## src/rtl/rgen_pkg.sv

```systemverilog
// Shared constants and types for the reel symbol generators.
// Parameter defaults live here so every reel generator agrees on them.
package rgen_pkg;

  localparam int              LFSR_W      = 16;
  localparam logic [15:0]     TAPS        = 16'hB400;
  localparam logic [15:0]     RESET_STATE = 16'hACE1;
  localparam int              NUM_SYMBOLS = 10;

  localparam int              SEED_W      = 6;
  localparam int              SYM_W       = 4;

  typedef logic [SYM_W-1:0] sym_t;

endpackage

```

## src/rtl/rgen_lfsr16.sv

```systemverilog
// 16-bit Galois LFSR with a synchronous load port.
// Exposes the low byte of the next state so the owner can register a derived value in step.
module rgen_lfsr16 #(
  parameter int          LFSR_W      = rgen_pkg::LFSR_W,
  parameter logic [15:0] TAPS        = rgen_pkg::TAPS,
  parameter logic [15:0] RESET_STATE = rgen_pkg::RESET_STATE
) (
  input  logic              clk,
  input  logic              rst_n,
  input  logic              load,
  input  logic [LFSR_W-1:0] load_value,
  output logic [7:0]        low_byte
);

  logic [LFSR_W-1:0] lfsr_reg;
  logic [LFSR_W-1:0] step_value;
  logic [LFSR_W-1:0] lfsr_next;

  always_comb begin
    step_value = (lfsr_reg >> 1) ^ (lfsr_reg[0] ? TAPS : '0);
    lfsr_next  = load ? load_value : step_value;
    // A zero state would lock the register up; recover to the reset value.
    if (lfsr_next == '0) begin
      lfsr_next = RESET_STATE;
    end
  end

  always_ff @(posedge clk or negedge rst_n) begin
    if (!rst_n) begin
      lfsr_reg <= RESET_STATE;
    end else begin
      lfsr_reg <= lfsr_next;
    end
  end

  assign low_byte = lfsr_next[7:0];

endmodule

```

## src/rtl/rgen1.sv

```systemverilog
// Reel 1 symbol generator: reloads the LFSR on a seed change and registers
// the low LFSR byte reduced modulo NUM_SYMBOLS.
module rgen1 #(
  parameter int          LFSR_W      = rgen_pkg::LFSR_W,
  parameter logic [15:0] TAPS        = rgen_pkg::TAPS,
  parameter logic [15:0] RESET_STATE = rgen_pkg::RESET_STATE,
  parameter int          NUM_SYMBOLS = rgen_pkg::NUM_SYMBOLS
) (
  input  logic                        clk,
  input  logic                        rst_n,
  input  logic [rgen_pkg::SEED_W-1:0] seed1,
  output logic [rgen_pkg::SYM_W-1:0]  rnum1
);

  import rgen_pkg::*;

  // Restoring long division by a constant; remainder stays below 2*NUM_SYMBOLS.
  function automatic sym_t mod_sym(input logic [7:0] value);
    logic [SYM_W:0] rem;
    rem = '0;
    for (int i = 7; i >= 0; i--) begin
      rem = {rem[SYM_W-1:0], value[i]};
      if (rem >= (SYM_W+1)'(NUM_SYMBOLS)) begin
        rem = rem - (SYM_W+1)'(NUM_SYMBOLS);
      end
    end
    return rem[SYM_W-1:0];
  endfunction

  logic [SEED_W-1:0] seed_reg;
  sym_t              rnum_reg;
  logic              seed_change;
  logic [LFSR_W-1:0] seed_pattern;
  logic [7:0]        low_byte;

  assign seed_change  = (seed1 != seed_reg);
  // The fixed middle nibble keeps the loaded pattern nonzero for any seed.
  assign seed_pattern = {seed1, 4'b1010, seed1};

  rgen_lfsr16 #(
    .LFSR_W      (LFSR_W),
    .TAPS        (TAPS),
    .RESET_STATE (RESET_STATE)
  ) u_lfsr (
    .clk        (clk),
    .rst_n      (rst_n),
    .load       (seed_change),
    .load_value (seed_pattern),
    .low_byte   (low_byte)
  );

  always_ff @(posedge clk or negedge rst_n) begin
    if (!rst_n) begin
      seed_reg <= '0;
      rnum_reg <= '0;
    end else begin
      seed_reg <= seed1;
      rnum_reg <= mod_sym(low_byte);
    end
  end

  assign rnum1 = rnum_reg;

endmodule

```

## config.mk

```make
export PLATFORM = sky130hd
export DESIGN_NAME = rgen1
export DESIGN_NICKNAME = d
export VERILOG_FILES = /design/src/rtl/rgen_pkg.sv /design/src/rtl/rgen_lfsr16.sv /design/src/rtl/rgen1.sv
export SDC_FILE = /design/constraint.sdc
export NUM_CORES = 1
export LEC_CHECK = 0
export ABC_AREA = 1
export BUFFER_PORTS_ARGS = -buffer_cell sky130_fd_sc_hd__buf_2
export CORE_UTILIZATION = 59
export CTS_BUF_LIST = sky130_fd_sc_hd__clkbuf_16
export DETAILED_ROUTE_END_ITERATION = 7
export PLACE_DENSITY = 0.78
export SLEW_MARGIN = 20
export SYNTH_ARGS = -nofsm -noshare
export SYNTH_HDL_FRONTEND = slang
export SYNTH_SLANG_ARGS = --single-unit
```

## constraint.sdc

```tcl
create_clock -name clk -period 5.5 [get_ports clk]
set_clock_uncertainty 0.1 [all_clocks]
set_input_delay 0.55 -clock clk [delete_from_list [all_inputs] [get_ports clk]]
set_output_delay 0.55 -clock clk [all_outputs]
set_load 0.005 [all_outputs]
```

* Word-level counts from Yosys, hierarchy flattened
Index checks and enable logic that the tools add are counted.
** Word-level totals
- Bits in registers :: 26
- Word-level logic and storage cells :: 24
** Cells by class
- Add/subtract/negate cells :: 5
- $lt $le $gt $ge :: 5
- Eq/ne operators :: 1
- Muxes and demuxes :: 8
- Bitwise operators :: 1
- Reduce and logical (&&, ||, !) cells :: 1
** Operator list (count)
- $mux W16 :: 3
- $ge A5 B4 Y1 const B :: 4
- $mux W4 :: 5
- $sub A4 B4 Y4 const B :: 5
- $logic_not A16 Y1 :: 1
- $xor A15 B16 Y16 :: 1
- $ne A6 B6 Y1 :: 1
- $ge A4 B4 Y1 const B :: 1

* Logic depth before layout (Yosys ltp)
- Word-level depth :: 15
- Gate-level depth with buffers :: 43
- Depth with buffers taken out :: 43

* By module
A second synthesis with hierarchy kept.
** Second synthesis, totals
- Cell total of the unflattened synthesis :: 234
- Area total of the unflattened synthesis :: 1819.2 µm²
** By module, submodules not included
- rgen1 :: instances 1, cells an instance 119, area each 922.1 µm², seq. area each 250.2 µm²
- rgen_lfsr16 :: instances 1, cells an instance 115, area each 897.1 µm², seq. area each 410.4 µm²

* Least setup slack after synthesis
No wires, ideal clock.
- Path type :: input to register
- Start point :: input seed1[1] (netlist name)
- End point :: register rnum_reg[1] (netlist: rnum1[1])
- Library setup time :: 116 ps
- Data arrival time :: 4020 ps
- Slack :: 1264 ps
- Stages :: 41
- Path buffers :: 0
- Cell sequence :: inv_1 > nand2_1 > nand2_2 > nor2_8 > nand3_4 > nand2_1 > nand2_2 > nor2_1 > nand2_1 > nor2_2 > nand2_2 > nand3_2 > nand2_1 > inv_1 > ha_1 > nand2_2 > nand2_4 > nand3_1 > [... 5 more ...] > nand2_1 > nand2_2 > ha_1 > inv_1 > nand3_1 > nand2_1 > inv_2 > nand2_2 > nand2_1 > nand2_2 > ha_1 > inv_1 > nand3_1 > nand2_1 > inv_2 > nand2_1 > nand2_1 > nand2_1
** RTL lines
- start: declaration :: RTL line rgen1.sv:11 : input logic [rgen_pkg::SEED_W-1:0] seed1,
- $ne A6 B6 Y1 :: RTL line rgen1.sv:36 : assign seed_change = (seed1 != seed_reg);
- $mux W16 * :: RTL line rgen_lfsr16.sv:21 : lfsr_next = load ? load_value : step_value;
- $logic_not A16 Y1 :: RTL line rgen_lfsr16.sv:23 : if (lfsr_next == '0) begin
- $mux W16 * :: RTL line rgen_lfsr16.sv:23
- net low_byte[1] :: RTL line rgen1.sv:34 : logic [7:0] low_byte;
- $sub A4 B4 Y4 or $ge A5 B4 Y1 (tied branches) :: RTL line rgen1.sv:24, rgen1.sv:23
- $mux W4 * :: RTL line rgen1.sv:23 : if (rem >= (SYM_W+1)'(NUM_SYMBOLS)) begin
- $sub A4 B4 Y4 or $ge A5 B4 Y1 (tied branches) :: RTL line rgen1.sv:24, rgen1.sv:23
- $mux W4 * :: RTL line rgen1.sv:23
- end signal: assignment :: RTL line rgen1.sv:58 : rnum_reg <= mod_sym(low_byte);
- end: declaration :: RTL line rgen1.sv:31 : sym_t rnum_reg;
The timed path passes the listed nets; every way through them passes the cells marked *.

* Worst setup path after layout
- Start point :: input seed1[4] (netlist name)
- End point :: register rnum_reg[1] (netlist: rnum1[1])
** On the way
- Longest elaborated chain between the ends :: 14
** Ends and longest elaborated chain (RTL line)
- $ne A6 B6 Y1 :: rgen1.sv:36
- $mux W16 * :: rgen_lfsr16.sv:21
- $logic_not A16 Y1 :: rgen_lfsr16.sv:23
- $mux W16 * :: rgen_lfsr16.sv:23
- $sub A4 B4 Y4 or $ge A4 B4 Y1 (tied branches) :: rgen1.sv:24, rgen1.sv:23
- $mux W4 :: rgen1.sv:23
- $sub A4 B4 Y4 or $ge A5 B4 Y1 (tied branches) :: rgen1.sv:24, rgen1.sv:23
- $mux W4 :: rgen1.sv:23
- $sub A4 B4 Y4 or $ge A5 B4 Y1 (tied branches) :: rgen1.sv:24, rgen1.sv:23
- $mux W4 :: rgen1.sv:23
- $ge A5 B4 Y1 or $sub A4 B4 Y4 (tied branches) :: rgen1.sv:23, rgen1.sv:24
- $mux W4 :: rgen1.sv:23
- $sub A4 B4 Y4 or $ge A5 B4 Y1 (tied branches) :: rgen1.sv:24, rgen1.sv:23
- $mux W4 * :: rgen1.sv:23
Mark *: on every way between the ends. The rest lies on a longest branch, timed or not.

==> reports/results.ini <==
[outcome]
status=completed

[cts]
cts_root_buf=clkbuf_16
cts_buffer_depth=2
cts_tree=yes
htreeDepth=1
cts-buffers-inserted=3
clk_pin_slew_worst_paths_ns=0.06
clock_sinks=26
post_cts_resized=0
clk_latency_ns=0.26
cts_hold_buffers=0
post_cts_buffers=0

[critical_path]
cpMostUsedCell=nand2_1
cp.arrival_ns=4.84
cpPeakStageDelay_ns=0.21
path_class=in2reg
cp_slowest_cell=ha_1
crit_required_ns=5.55
critPathCaptureType=flop
crit_family=simple AND/OR/NAND/NOR gates
crit_buf_inv=8
start_kind=input pin
path_max_fanout=12

[sta]
fin_setup_tns_ns=0
finalHoldViolCount=0
setup_ws_ns=0.711
post-route-period-util=0.871
relSlewSlack=0.637
post-route-min-period_ns=4.79
setup_violations=0
drv_slew=0
worst_slew_pin_slew_ns=0.545
grt_setup_unrepaired=false
max_freq_mhz=209

[logic_synthesis]
synth_seq_area_share=0.387
ys_types=25
synth-main-ff-cell=dfrtp_1
netlist.area_leader.share=0.264
netlist_area_um2=1710
yosysTopAreaCell=dfrtp_1
async_flop_share=1.00
syn-num-nets=238
synth_area_leaders=dfrtp_1, nand2_1, dfstp_2
syn_avg_cell_area_um2=7.56
netlist_instances=226
yosysWarnings=0
synth.ff_latch_count=26
synth-edff-count=0

[finish]
largest_reg_flops=16
final_cell_mix=nand2_1, inv_1, nand3_1
diodes=0
regArea_um2=661
multi_input_area_um2=883
finish.utilization=0.681
fin_nets=253
area_delta_synth_final_pct=9.96
drive_above_1_share=0.263
instances_no_fill=271
fin_area_um2=1880
final_common_cell=nand2_1
fill_cells=246

[place]
place.gp.congestion=0.807
dp_cells=267
dp_hpwl_um=2410
place_area_um2=1800
post-place-ws_ns=0.464
port_buffers=11

[floorplan]
die_y_um=55.8
die_x_um=55.8
coreArea_um2=2760
start_util=0.619
num_rows=19
dieArea_um2=3110
num_io_pins=12

[global_route]
grt_max_degree=27
grt_usage=0.222
grt_pass1_vias=1255
grt_pass1_wl_um=5420
antenna_found_initial=0
grt_overflow=0

[drt]
ant_nets=0
routed_wirelength_um=3100
dr.first_iter.drc_count=48
drc=0
viasPerCell=5.07
via_count=1375
firstDrtPassIters=4
drt-wirelength-per-cell_um=11.4

[run]
maxCapViolCount=0

[hold_path]
hold_class=in2async

[pwr]
p_per_area_nw_per_um2=272
p_leak_nw=1.03
ir_drop_mv=0.225

==> final cells by class <==
| cell class | count | share of cell area |
|---|---|---|
| timing repair buffer | 12 | 0.0333 |
| tap | 31 | 0.0207 |
| clock inverter | 1 | 0.00200 |
| clock buffer | 3 | 0.0400 |
| multi-input combinational | 157 | 0.470 |
| inverter | 41 | 0.0819 |
| sequential | 26 | 0.352 |
==> path summary, 6_finish.rpt <==
check / from / endpoint / slack [ns] / cells past startpoint
worst max-delay path: seed1[4] / rnum1[1] / 0.71 / 42
worst min-delay path: rst_n / seed_reg[3] / 0.17 / 1
worst max register to register: seed_reg[4] / rnum1[1] / 0.77 / 41
worst min register to register: u_lfsr.lfsr_reg[9] / u_lfsr.lfsr_reg[8] / 0.41 / 1
max in group asynchronous: rst_n / u_lfsr.lfsr_reg[10] / 4.75 / 1
min in group clk: seed1[0] / seed_reg[0] / 0.34 / 1
==> metal layers <==
layer / part of all wire / track usage / vias up
li1: - / - / 730
met1: 0.48 / 0.295 / 615
met2: 0.48 / 0.379 / 24
met3: 0.032 / 0.0209 / 6
met4: 0.014 / 0.0821 / 0
met5: 0 / 0 / -
==> per-stage QoR <==
step | power, mW | hold slack, ns
final | 0.511 | 0.172
after global routing | 0.543 | 0.223
after CTS | 0.514 | 0.194
after detailed placement | 0.359 | 0.396
after global placement | 0.355 | 0.405
after floorplan | 0.322 | 0.154
==> Yosys cell counts (2+ instances only) <==
master and n:
o21ai_2 2, nor2_8 2, dfstp_2 8, nand4_1 10, xor2_1 3, o21ai_0 2, nand2_4 3, nor2_2 2
nand3_2 5, a21oi_1 2, nand3_4 2, buf_2 2, dfrtp_1 18, nand2_1 58, nor2_1 18, inv_2 5
inv_1 35, nand2_2 18, nand3_1 22, ha_1 4
==> power breakdown <==
| part | total, mW | switching, mW | internal (mW) |
|---|---|---|---|
| Sequential | 0.218 | 0.00623 | 0.212 |
| Clock | 0.156 | 0.0594 | 0.0971 |
| Combinational | 0.137 | 0.0880 | 0.0487 |
| Total | 0.511 | 0.154 | 0.358 |
==> kinds of logic after synthesis <==
logic type / count (synthesis) / synth area share
and+or+nand+nor: 143 / 0.445
buffers and inverters: 43 / 0.0960
DFF: 26 / 0.387
AOI/OAI and AO/OA: 7 / 0.0271
adders and majority gates: 4 / 0.0293
xor gates and xnor gates: 3 / 0.0154
Note: power is estimated with default switching activity, not from simulation.
